`config.mk`:
```
export PLATFORM = sky130hd
export DESIGN_NAME = i2s_serial_sample_fifo
export DESIGN_NICKNAME = d
export VERILOG_FILES = /design/src/rtl/i2s_serial_sample_fifo.sv
export SDC_FILE = /design/constraint.sdc
export NUM_CORES = 1
export LEC_CHECK = 0
export BUFFER_PORTS_ARGS = -buffer_cell sky130_fd_sc_hd__buf_2
export CAP_MARGIN = 15
export CORE_MARGIN = 2
export CORE_UTILIZATION = 40
export CTS_CLUSTER_DIAMETER = 40
export CTS_CLUSTER_SIZE = 25
export DETAILED_ROUTE_END_ITERATION = 7
export PLACE_DENSITY = 0.66
export SLEW_MARGIN = 25
export SYNTH_ARGS = -nofsm -noshare
export SYNTH_HDL_FRONTEND = slang
export SYNTH_SLANG_ARGS = --single-unit
```
`constraint.sdc`:
```
create_clock -name clk -period 3.4 [get_ports clk]
set_clock_uncertainty 0.05 [all_clocks]
set_input_delay 0.68 -clock clk [delete_from_list [all_inputs] [get_ports clk]]
set_output_delay 0.68 -clock clk [all_outputs]
set_load 0.005 [all_outputs]
```
`src/rtl/i2s_serial_sample_fifo.sv`:
```
// ----------------------------------------------------------------------------
// i2s_serial_sample_fifo
//
// Purpose:
//   Deserialises a bit stream that the Raspberry Pi shifts in on its own clock
//   into WIDTH-bit samples. Completed samples go into a DEPTH-word circular
//   FIFO. The I2S output stage drains the FIFO one sample per `ready` strobe.
//   Samples are interleaved across CHANNELS, so sample n of the stream belongs
//   to channel n mod CHANNELS. A hysteresis watermark interrupt asks the Pi for
//   more data. Sticky flags report dropped words (overflow) and reads from an
//   empty FIFO (underrun).
//
// Ports:
//   clk           in   main clock; every register in this block runs on it
//   rst           in   synchronous, active-high reset
//   rpi_clk       in   shift clock from the Pi (asynchronous to clk)
//   serial        in   serial data from the Pi (asynchronous to clk)
//   ready         in   one-cycle strobe: present the next sample
//   rpi_interrupt out  request more data (set at <= LOW_WATER,
//                      cleared at >= HIGH_WATER)
//   data          out  current output sample (signed); zero after an underrun
//   channel       out  channel index of `data`
//   data_valid    out  one-cycle pulse when `data`/`channel` update
//   level         out  number of words stored (0..DEPTH)
//   overflow      out  sticky: a completed word was dropped because the FIFO
//                      was full
//   underrun      out  sticky: `ready` arrived while the FIFO was empty
// ----------------------------------------------------------------------------
module i2s_serial_sample_fifo #(
    parameter int WIDTH      = 16,
    parameter int DEPTH      = 64,
    parameter int CHANNELS   = 2,
    parameter int MSB_FIRST  = 0,
    parameter int LOW_WATER  = 16,
    parameter int HIGH_WATER = 48,
    localparam int CH_W      = (CHANNELS > 1) ? $clog2(CHANNELS) : 1,
    localparam int LVL_W     = $clog2(DEPTH) + 1
) (
    input  logic                    clk,
    input  logic                    rst,
    input  logic                    rpi_clk,
    input  logic                    serial,
    input  logic                    ready,
    output logic                    rpi_interrupt,
    output logic signed [WIDTH-1:0] data,
    output logic [CH_W-1:0]         channel,
    output logic                    data_valid,
    output logic [LVL_W-1:0]        level,
    output logic                    overflow,
    output logic                    underrun
);

    localparam int PTR_W = $clog2(DEPTH);
    localparam int BIT_W = $clog2(WIDTH);

    localparam logic [LVL_W-1:0] FULL_LVL = LVL_W'(DEPTH);
    localparam logic [LVL_W-1:0] LOW_LVL  = LVL_W'(LOW_WATER);
    localparam logic [LVL_W-1:0] HIGH_LVL = LVL_W'(HIGH_WATER);
    localparam logic [BIT_W-1:0] LAST_BIT = BIT_W'(WIDTH - 1);
    localparam logic [CH_W-1:0]  LAST_CH  = CH_W'(CHANNELS - 1);

    // ------------------------------------------------------------------
    // Input synchronisers and rising-edge detection.
    // ------------------------------------------------------------------
    logic rpi_clk_s1;
    logic rpi_clk_s2;
    logic rpi_clk_prev;
    logic serial_s1;
    logic serial_s2;
    logic capture;

    // `serial` goes through the same two stages as `rpi_clk`. The data bit
    // therefore lines up with the synchronised edge that captures it.
    // NOTE: sequential state uses non-blocking assignments. Every flop then
    // samples its pre-edge value, and the synchroniser chain stays two
    // stages deep regardless of statement order.
    always_ff @(posedge clk) begin
        if (rst) begin
            rpi_clk_s1   <= 1'b0;
            rpi_clk_s2   <= 1'b0;
            rpi_clk_prev <= 1'b0;
            serial_s1    <= 1'b0;
            serial_s2    <= 1'b0;
        end else begin
            rpi_clk_s1   <= rpi_clk;
            rpi_clk_s2   <= rpi_clk_s1;
            rpi_clk_prev <= rpi_clk_s2;
            serial_s1    <= serial;
            serial_s2    <= serial_s1;
        end
    end

    assign capture = rpi_clk_s2 && !rpi_clk_prev;

    // ------------------------------------------------------------------
    // Shift register and bit counter.
    // ------------------------------------------------------------------
    logic [WIDTH-1:0] shift_reg;
    logic [BIT_W-1:0] bit_cnt;
    logic [BIT_W-1:0] bit_idx;
    logic [WIDTH-1:0] word_next;
    logic             word_done;

    // The word is assembled in place rather than by shifting. Each bit goes
    // straight to its final index, so both bit orders share one datapath.
    // NOTE: every signal driven here gets a default first. No path can
    // leave a value unassigned, so no latch is inferred.
    always_comb begin
        bit_idx   = (MSB_FIRST != 0) ? (LAST_BIT - bit_cnt) : bit_cnt;
        word_next = shift_reg;
        word_next[bit_idx] = serial_s2;
    end

    // The last bit completes the word in the same cycle it is captured. The
    // push uses word_next and does not wait for shift_reg.
    assign word_done = capture && (bit_cnt == LAST_BIT);

    always_ff @(posedge clk) begin
        if (rst) begin
            // Clearing here also throws away any partially received word.
            bit_cnt   <= '0;
            shift_reg <= '0;
        end else if (capture) begin
            if (bit_cnt == LAST_BIT) begin
                bit_cnt   <= '0;
                shift_reg <= '0;
            end else begin
                bit_cnt   <= bit_cnt + 1'b1;
                shift_reg <= word_next;
            end
        end
    end

    // ------------------------------------------------------------------
    // FIFO storage and control.
    // ------------------------------------------------------------------
    logic [WIDTH-1:0] mem [DEPTH];
    logic [PTR_W-1:0] wr_ptr;
    logic [PTR_W-1:0] rd_ptr;
    logic [CH_W-1:0]  rd_channel;   // channel of the next sample to present
    logic             pop;
    logic             push_ok;
    logic [LVL_W-1:0] level_next;
    logic             intr_next;

    assign pop = ready && (level != '0);

    // A full FIFO still accepts a word when a pop frees a slot in the same
    // cycle. When the FIFO is empty, `pop` is low, so a simultaneous push and
    // ready counts as an underrun and the pushed word is kept.
    assign push_ok = word_done && ((level != FULL_LVL) || pop);

    always_comb begin
        level_next = level;
        unique case ({push_ok, pop})
            2'b10:   level_next = level + 1'b1;
            2'b01:   level_next = level - 1'b1;
            default: level_next = level;
        endcase

        // The interrupt is registered from the next level. It therefore
        // changes on the same edge on which `level` crosses a threshold.
        intr_next = rpi_interrupt;
        if (level_next <= LOW_LVL) begin
            intr_next = 1'b1;
        end else if (level_next >= HIGH_LVL) begin
            intr_next = 1'b0;
        end
    end

    // NOTE: the storage array has no reset. Its contents are never visible
    // until a push has written them, and leaving out the reset lets the
    // array map onto RAM.
    always_ff @(posedge clk) begin
        if (!rst && push_ok) begin
            mem[wr_ptr] <= word_next;
        end
    end

    always_ff @(posedge clk) begin
        if (rst) begin
            wr_ptr        <= '0;
            rd_ptr        <= '0;
            rd_channel    <= '0;
            level         <= '0;
            channel       <= '0;
            data          <= '0;
            data_valid    <= 1'b0;
            overflow      <= 1'b0;
            underrun      <= 1'b0;
            rpi_interrupt <= 1'b1;
        end else begin
            data_valid    <= ready;
            level         <= level_next;
            rpi_interrupt <= intr_next;

            if (ready) begin
                // The channel advances on every strobe, including an
                // underrun, so the frame stays aligned.
                channel    <= rd_channel;
                rd_channel <= (rd_channel == LAST_CH) ? '0 : rd_channel + 1'b1;
                if (pop) begin
                    data   <= mem[rd_ptr];
                    rd_ptr <= rd_ptr + 1'b1;
                end else begin
                    data     <= '0;
                    underrun <= 1'b1;
                end
            end

            // DEPTH is a power of two, so the natural pointer wrap is the
            // modulo-DEPTH increment.
            if (push_ok) begin
                wr_ptr <= wr_ptr + 1'b1;
            end else if (word_done) begin
                overflow <= 1'b1;
            end
        end
    end

endmodule

```
### After elaboration in Yosys (flattened, before gate mapping)

Memory sizes are Yosys's and may differ from the RTL's. A register that Yosys moved wholly into a read port is not among the register bits.
Index checks and enable logic that the tools add are counted.

* add/subtract/negate cells: 6
* multiply operators: 0
* div/mod/pow operators: 0
* magnitude comparators: 4
* eq/ne operators: 4
* shifts and indexed selects: 0
* mux-type cells: 12
* bitwise gates (word level): 2
* reduce and logical (&&, ||, !) cells: 14

Operator list (count)
* 16-bit 2-to-1 mux: 2
* 16-bit bitwise mux: 1
* 7-bit one-hot mux with 2 select lines: 1
* 6-bit by 1-bit adder with 6-bit output (second input constant): 2
* 6-bit 2-to-1 mux: 2
* 7-bit by 1-bit adder with 7-bit output (second input constant): 1
* 7-bit by 6-bit >= comparator with 1-bit output (second input constant): 1
* 7-bit by 5-bit <= comparator with 1-bit output (second input constant): 1
* 7-bit != test (second input constant): 1
* 7-bit nonzero test: 1
* 7-bit by 1-bit subtractor with 7-bit output (second input constant): 1
* 1-bit logical AND: 6
* 2-bit AND reduction: 3
* 4-bit by 5-bit < comparator with 1-bit output (second input constant): 1
* 4-bit by 1-bit adder with 4-bit output (second input constant): 1
* 1-bit demux with 4-bit select: 1
* 4-bit == test (second input constant): 1
* 4-bit by 1-bit >= comparator with 1-bit output (second input constant): 1
* 1-bit 2-to-1 mux: 4
* 4-bit 2-to-1 mux: 1
* 2-bit by 1-bit == test with 1-bit output (second input constant): 1
* 2-bit == test (second input constant): 1
* 1-bit zero test: 2
* 1-bit inverter: 2
* 3 further kinds: 3

* register bits: 66
* bits in latches: 0
* bits in writable memories: 1024
* memory bits (read-only): 0
* bits of input ports: 5
* output and inout port bits: 28
* logic and storage cells: 60
* memories: 1

Memories
* mem: depth 64, bits a word 16, rd ports 1, clocked after memory_dff 1, write ports 1, RTL line 137 `logic [WIDTH-1:0] mem [DEPTH];`

### Longest topological paths before layout

* word-level depth: 8
* mapped depth: 13
* depth with buffers taken out: 13

### Worst setup path before layout

No wires, ideal clock.

* kind: reg-to-reg
* from: register level[1]
* to: register rpi_interrupt
* arrival: 3254 ps
* setup slack: -7 ps
* stages on the path, launching flop included: 12
* buffers on the path: 0
* period minus slack after synthesis: 3407 ps
* cells stage by stage: dfxtp_1 > or4_4 > o21ai_4 > nor2_4 > ha_1 > nor2b_1 > o31a_1 > o21a_1 > nor3_1 > mux2_2 > a221o_1 > a222oi_1

* longest elaborated chain between the ends: 8
* elaborated cells on any way between the ends: 13
* those cells by class: add/sub (2); order compare (2); eq/ne (3); mux (1); reduce/logical (5)

RTL lines
* start: declaration: RTL line 48 `output logic [LVL_W-1:0] level,`
* start signal: assignment: RTL line 194 `level <= level_next;`
* branches (longest 5 deep; another with 7-bit by 1-bit subtractor with 7-bit output)
* 7-bit one-hot mux with 2 select lines (*): RTL line 155 `unique case ({push_ok, pop})`
* 7-bit by 5-bit <= comparator with 1-bit output: RTL line 164 `if (level_next <= LOW_LVL) begin`
* 2-bit OR reduction (no source line)
* end signal: assignment: RTL line 195 `rpi_interrupt <= intr_next;`
* end: declaration: RTL line 44 `output logic rpi_interrupt,`

Mark *: on every way between the ends.
A chain may end at the register's enable or synchronous reset.

### Worst setup path in the final report

Ends and elaborated chain as after synthesis.

==> reports/results.txt <==
run status -> completed
largest net degree at the start of global routing -> 87
boundary pin count -> 33
CP arrival -> 3.84 ns
WS Path Type -> flop to flop
cells on worst reg2reg path -> 11
top_reg_cell synth -> edfxtp_1
period utilization -> 97.9%
CP endpoint kind -> flop
worst slew pin tran -> 0.766 ns
HPWL Detailed -> 56,200 um
post-synthesis sequential area ratio -> 76.0%
vias in the first global route -> 20,728
R2R Path Start -> level[1]$_SDFF_PP0_
#FFs+latches synth -> 1,096
Slowest-stage cell, CP -> or4_4
TritonCTS buffer count -> 112
data required time at the worst endpoint -> 3.91 ns
Final WS setup -> 0.0711 ns
clk_lat worst skew -> 0.68 ns
GRT Total Usage -> 17.3%
max-cap viol count -> 0
Setup WS pre-CTS -> -0.00390 ns
nets@finish -> 2,164
Leak -> 15.5 nW
ANT cells -> 0
share of cells above drive strength 1 -> 33.7%
Slew HR -> 49.0%
synth-to-layout area growth -> 18.1%
core area -> 105,000 um2
final setup vio count -> 0
Rows -> 119
via count -> 20,341
CP max stage delay -> 0.56 ns
initial antenna violation count -> 0
CTS Sinks -> 1,096
end of the worst register-to-register path -> rpi_interrupt$_SDFFE_PP1P_
CP startpoint -> level[1]$_SDFF_PP0_
DRT Wirelength -> 92,300 um
Achievable Freq -> 300 MHz
Yosys warnings -> 0
crit path capture -> rpi_interrupt$_SDFFE_PP1P_
Initial Util -> 40.3%
post-synthesis async set-or-reset flop share -> 0%
Peak VDD IR -> 549 uV
endpoints failing hold -> 0
H-Tree Depth -> 3
cells along the critical path -> or4_4 -> o21ai_4 -> nor2_4 -> ha_4 -> nor2b_1 -> o31a_1 -> o21a_1 -> nor3_2 -> mux2_4 -> a221o_1 -> a222oi_1
CP startpoint kind -> flop
post-route insts no fill -> 3,635
clk buf depth -> 3
Register Area -> 32,200 um2
Tightest Hold Check Type -> input pin to flop
post-layout util -> 47.6%
Starting DRT DRC Count -> 2,177
post-synthesis cell count -> 1,958
RSZ-0062 raised after global routing -> yes
R2R setup slack -> 0.07 ns
Avg Inst Size Synth -> 21.6 um2
placed insts -> 3,422
worst-path maximum fanout -> 5
multi-input logic area -> 9770 um2
Avg WL per Cell -> 25.4 um
final RePlAce weighted congestion -> 0.825
port buffer count -> 32
clk root buf -> clkbuf_16
minimum clock period after layout -> 3.33 ns
die area -> 108,000 um2
Slew Limit Fails -> 0
1st-pass router iterations -> 8
Antenna Nets Post-Route -> 0
CTS tree -> built
Mapped Area -> 42,300 um2
DR DRC count -> 0
post-synthesis net count -> 1,975
first-pass GRT wire length -> 139,000 um
Die X -> 329 um
filler instances -> 8,473
clk slew on worst S/H paths -> 0.06 ns
max FFs per register -> 1,024
Netlist cell types -> 55
total gr overflow -> 0
DR vias/cell -> 5.60
die span in y -> 329 um
EDFF count, synth -> 1,024
Power Density -> 645 nW/um2
## through the flow
stage                     power, mW  hold slack, ns  area, um2   TNS, ns
after floorplan                18.3           0.364      42300         0
after global routing           33.4           0.177      50000         0
after detailed placement       19.6           0.407      45900  -0.00390
after global placement         19.5           0.375      45900         0
final                          32.3           0.163      50000         0
after CTS                      32.4           0.140      49900         0
## cell type report
class / instances / share of cell area, %
Sequential cell: 1096 / 64.4
Multi-Input combinational cell: 753 / 19.5
Clock buffer: 120 / 5.81
Timing Repair Buffer: 175 / 4.50
Tap cell: 1391 / 3.48
Clock inverter: 91 / 2.18
Inverter: 9 / 0.0676
## cells in the final DEF (no fill, tap or decap), drive strengths merged, types with 3 or more instances in the layout
cell and instances:
edfxtp 1024, mux4 307, buf 175, nor2 137, clkbuf 120, dfxtp 72, inv 59, mux2 42
nand2 39, clkinv 32, a21oi 27, o21ai 23, mux2i 21, a22oi 18, nor3 18, nor2b 14
o22ai 14, xor2 12, ha 11, nand3 10, bufinv 9, nand4 7, and2 5, or3 4
or2 4, xnor2 4, nand2b 3, nand3b 3, and3 3, a211oi 3
## synthesized netlist by cell type, types with 3 or more instances
master,number,area [um2]
a22oi_1,18,135
nand3_1,10,50.1
a21oi_1,27,135
xor2_1,12,105
edfxtp_1,1024,30700
or2_2,4,25.0
mux4_2,307,6910
nand3b_1,3,22.5
mux2_2,42,473
and3_1,3,18.8
clkbuf_1,65,244
xnor2_1,4,35.0
nor2_1,134,503
buf_2,29,145
inv_1,9,33.8
and2_1,4,25.0
nand2_1,39,146
nand2b_1,3,18.8
mux2i_1,21,210
o22ai_1,14,87.6
nor2b_1,14,87.6
buf_1,6,22.5
ha_1,11,138
nor3_1,17,85.1
o21ai_0,20,100
dfxtp_1,72,1440
a211oi_1,3,22.5
or3_1,4,25.0
nand4_1,7,43.8
## report_power, final
group          internal, mW  total [mW]  switching, mW
registers              14.6        14.7          0.117
clock network          7.22        12.9           5.71
logic                  2.51        4.62           2.11
total                  24.3        32.3           7.94
## routing by layer
layer | vias to the layer above | track usage (%) | share of wire (%) | wire (um)
met5 | - | 0 | 0 | 0
met4 | 0 | 4.54 | 2.0 | 1850
li1 | 8563 | - | - | -
met2 | 808 | 28.2 | 49 | 45600
met1 | 10834 | 24.8 | 42 | 38400
met3 | 136 | 2.05 | 7.0 | 6430
## cell families after synthesis
group	Yosys count	share of synthesized area (%)
AOI/OAI and AO/OA	100	1.49
xor gates and xnor gates	16	0.331
adders and majority gates	12	0.372
buffers and inverters	110	1.07
DFF	1096	76.0
muxes	370	17.9
and+or+nand+nor	254	2.74
## worst max-delay path, delay by kind of cell, from the launching register on
kind                     cells  cell delay, ns
AO/OA/AOI/OAI                5            1.33
AND/OR/NAND/NOR              4            0.94
multiplexers                 1            0.33
flip-flops                   1            0.32
adder cells (fa/ha/maj)      1            0.24
## how the worst min path moves through the flow
stage,end,cells past startpoint,slack (ns),startpoint
floorplan,rpi_clk_s2$_SDFF_PP0_,1,0.36,rpi_clk_s1$_SDFF_PP0_
global placement,serial_s2$_SDFF_PP0_,1,0.37,serial_s1$_SDFF_PP0_
detailed placement,serial_s2$_SDFF_PP0_,1,0.41,serial_s1$_SDFF_PP0_
CTS,rpi_clk_s1$_SDFF_PP0_,2,0.14,rpi_clk
global route,rpi_clk_s1$_SDFF_PP0_,2,0.18,rpi_clk
finish,rpi_clk_s1$_SDFF_PP0_,2,0.16,rpi_clk
## timing repair
action,in CTS,in global routing
pin swaps,0,5
hold buffers,0,0
resized for setup,1,12
endpoints found under the setup margin,1,1
setup buffers,0,1
cloned,0,1
(Power assumes the default switching activity.)
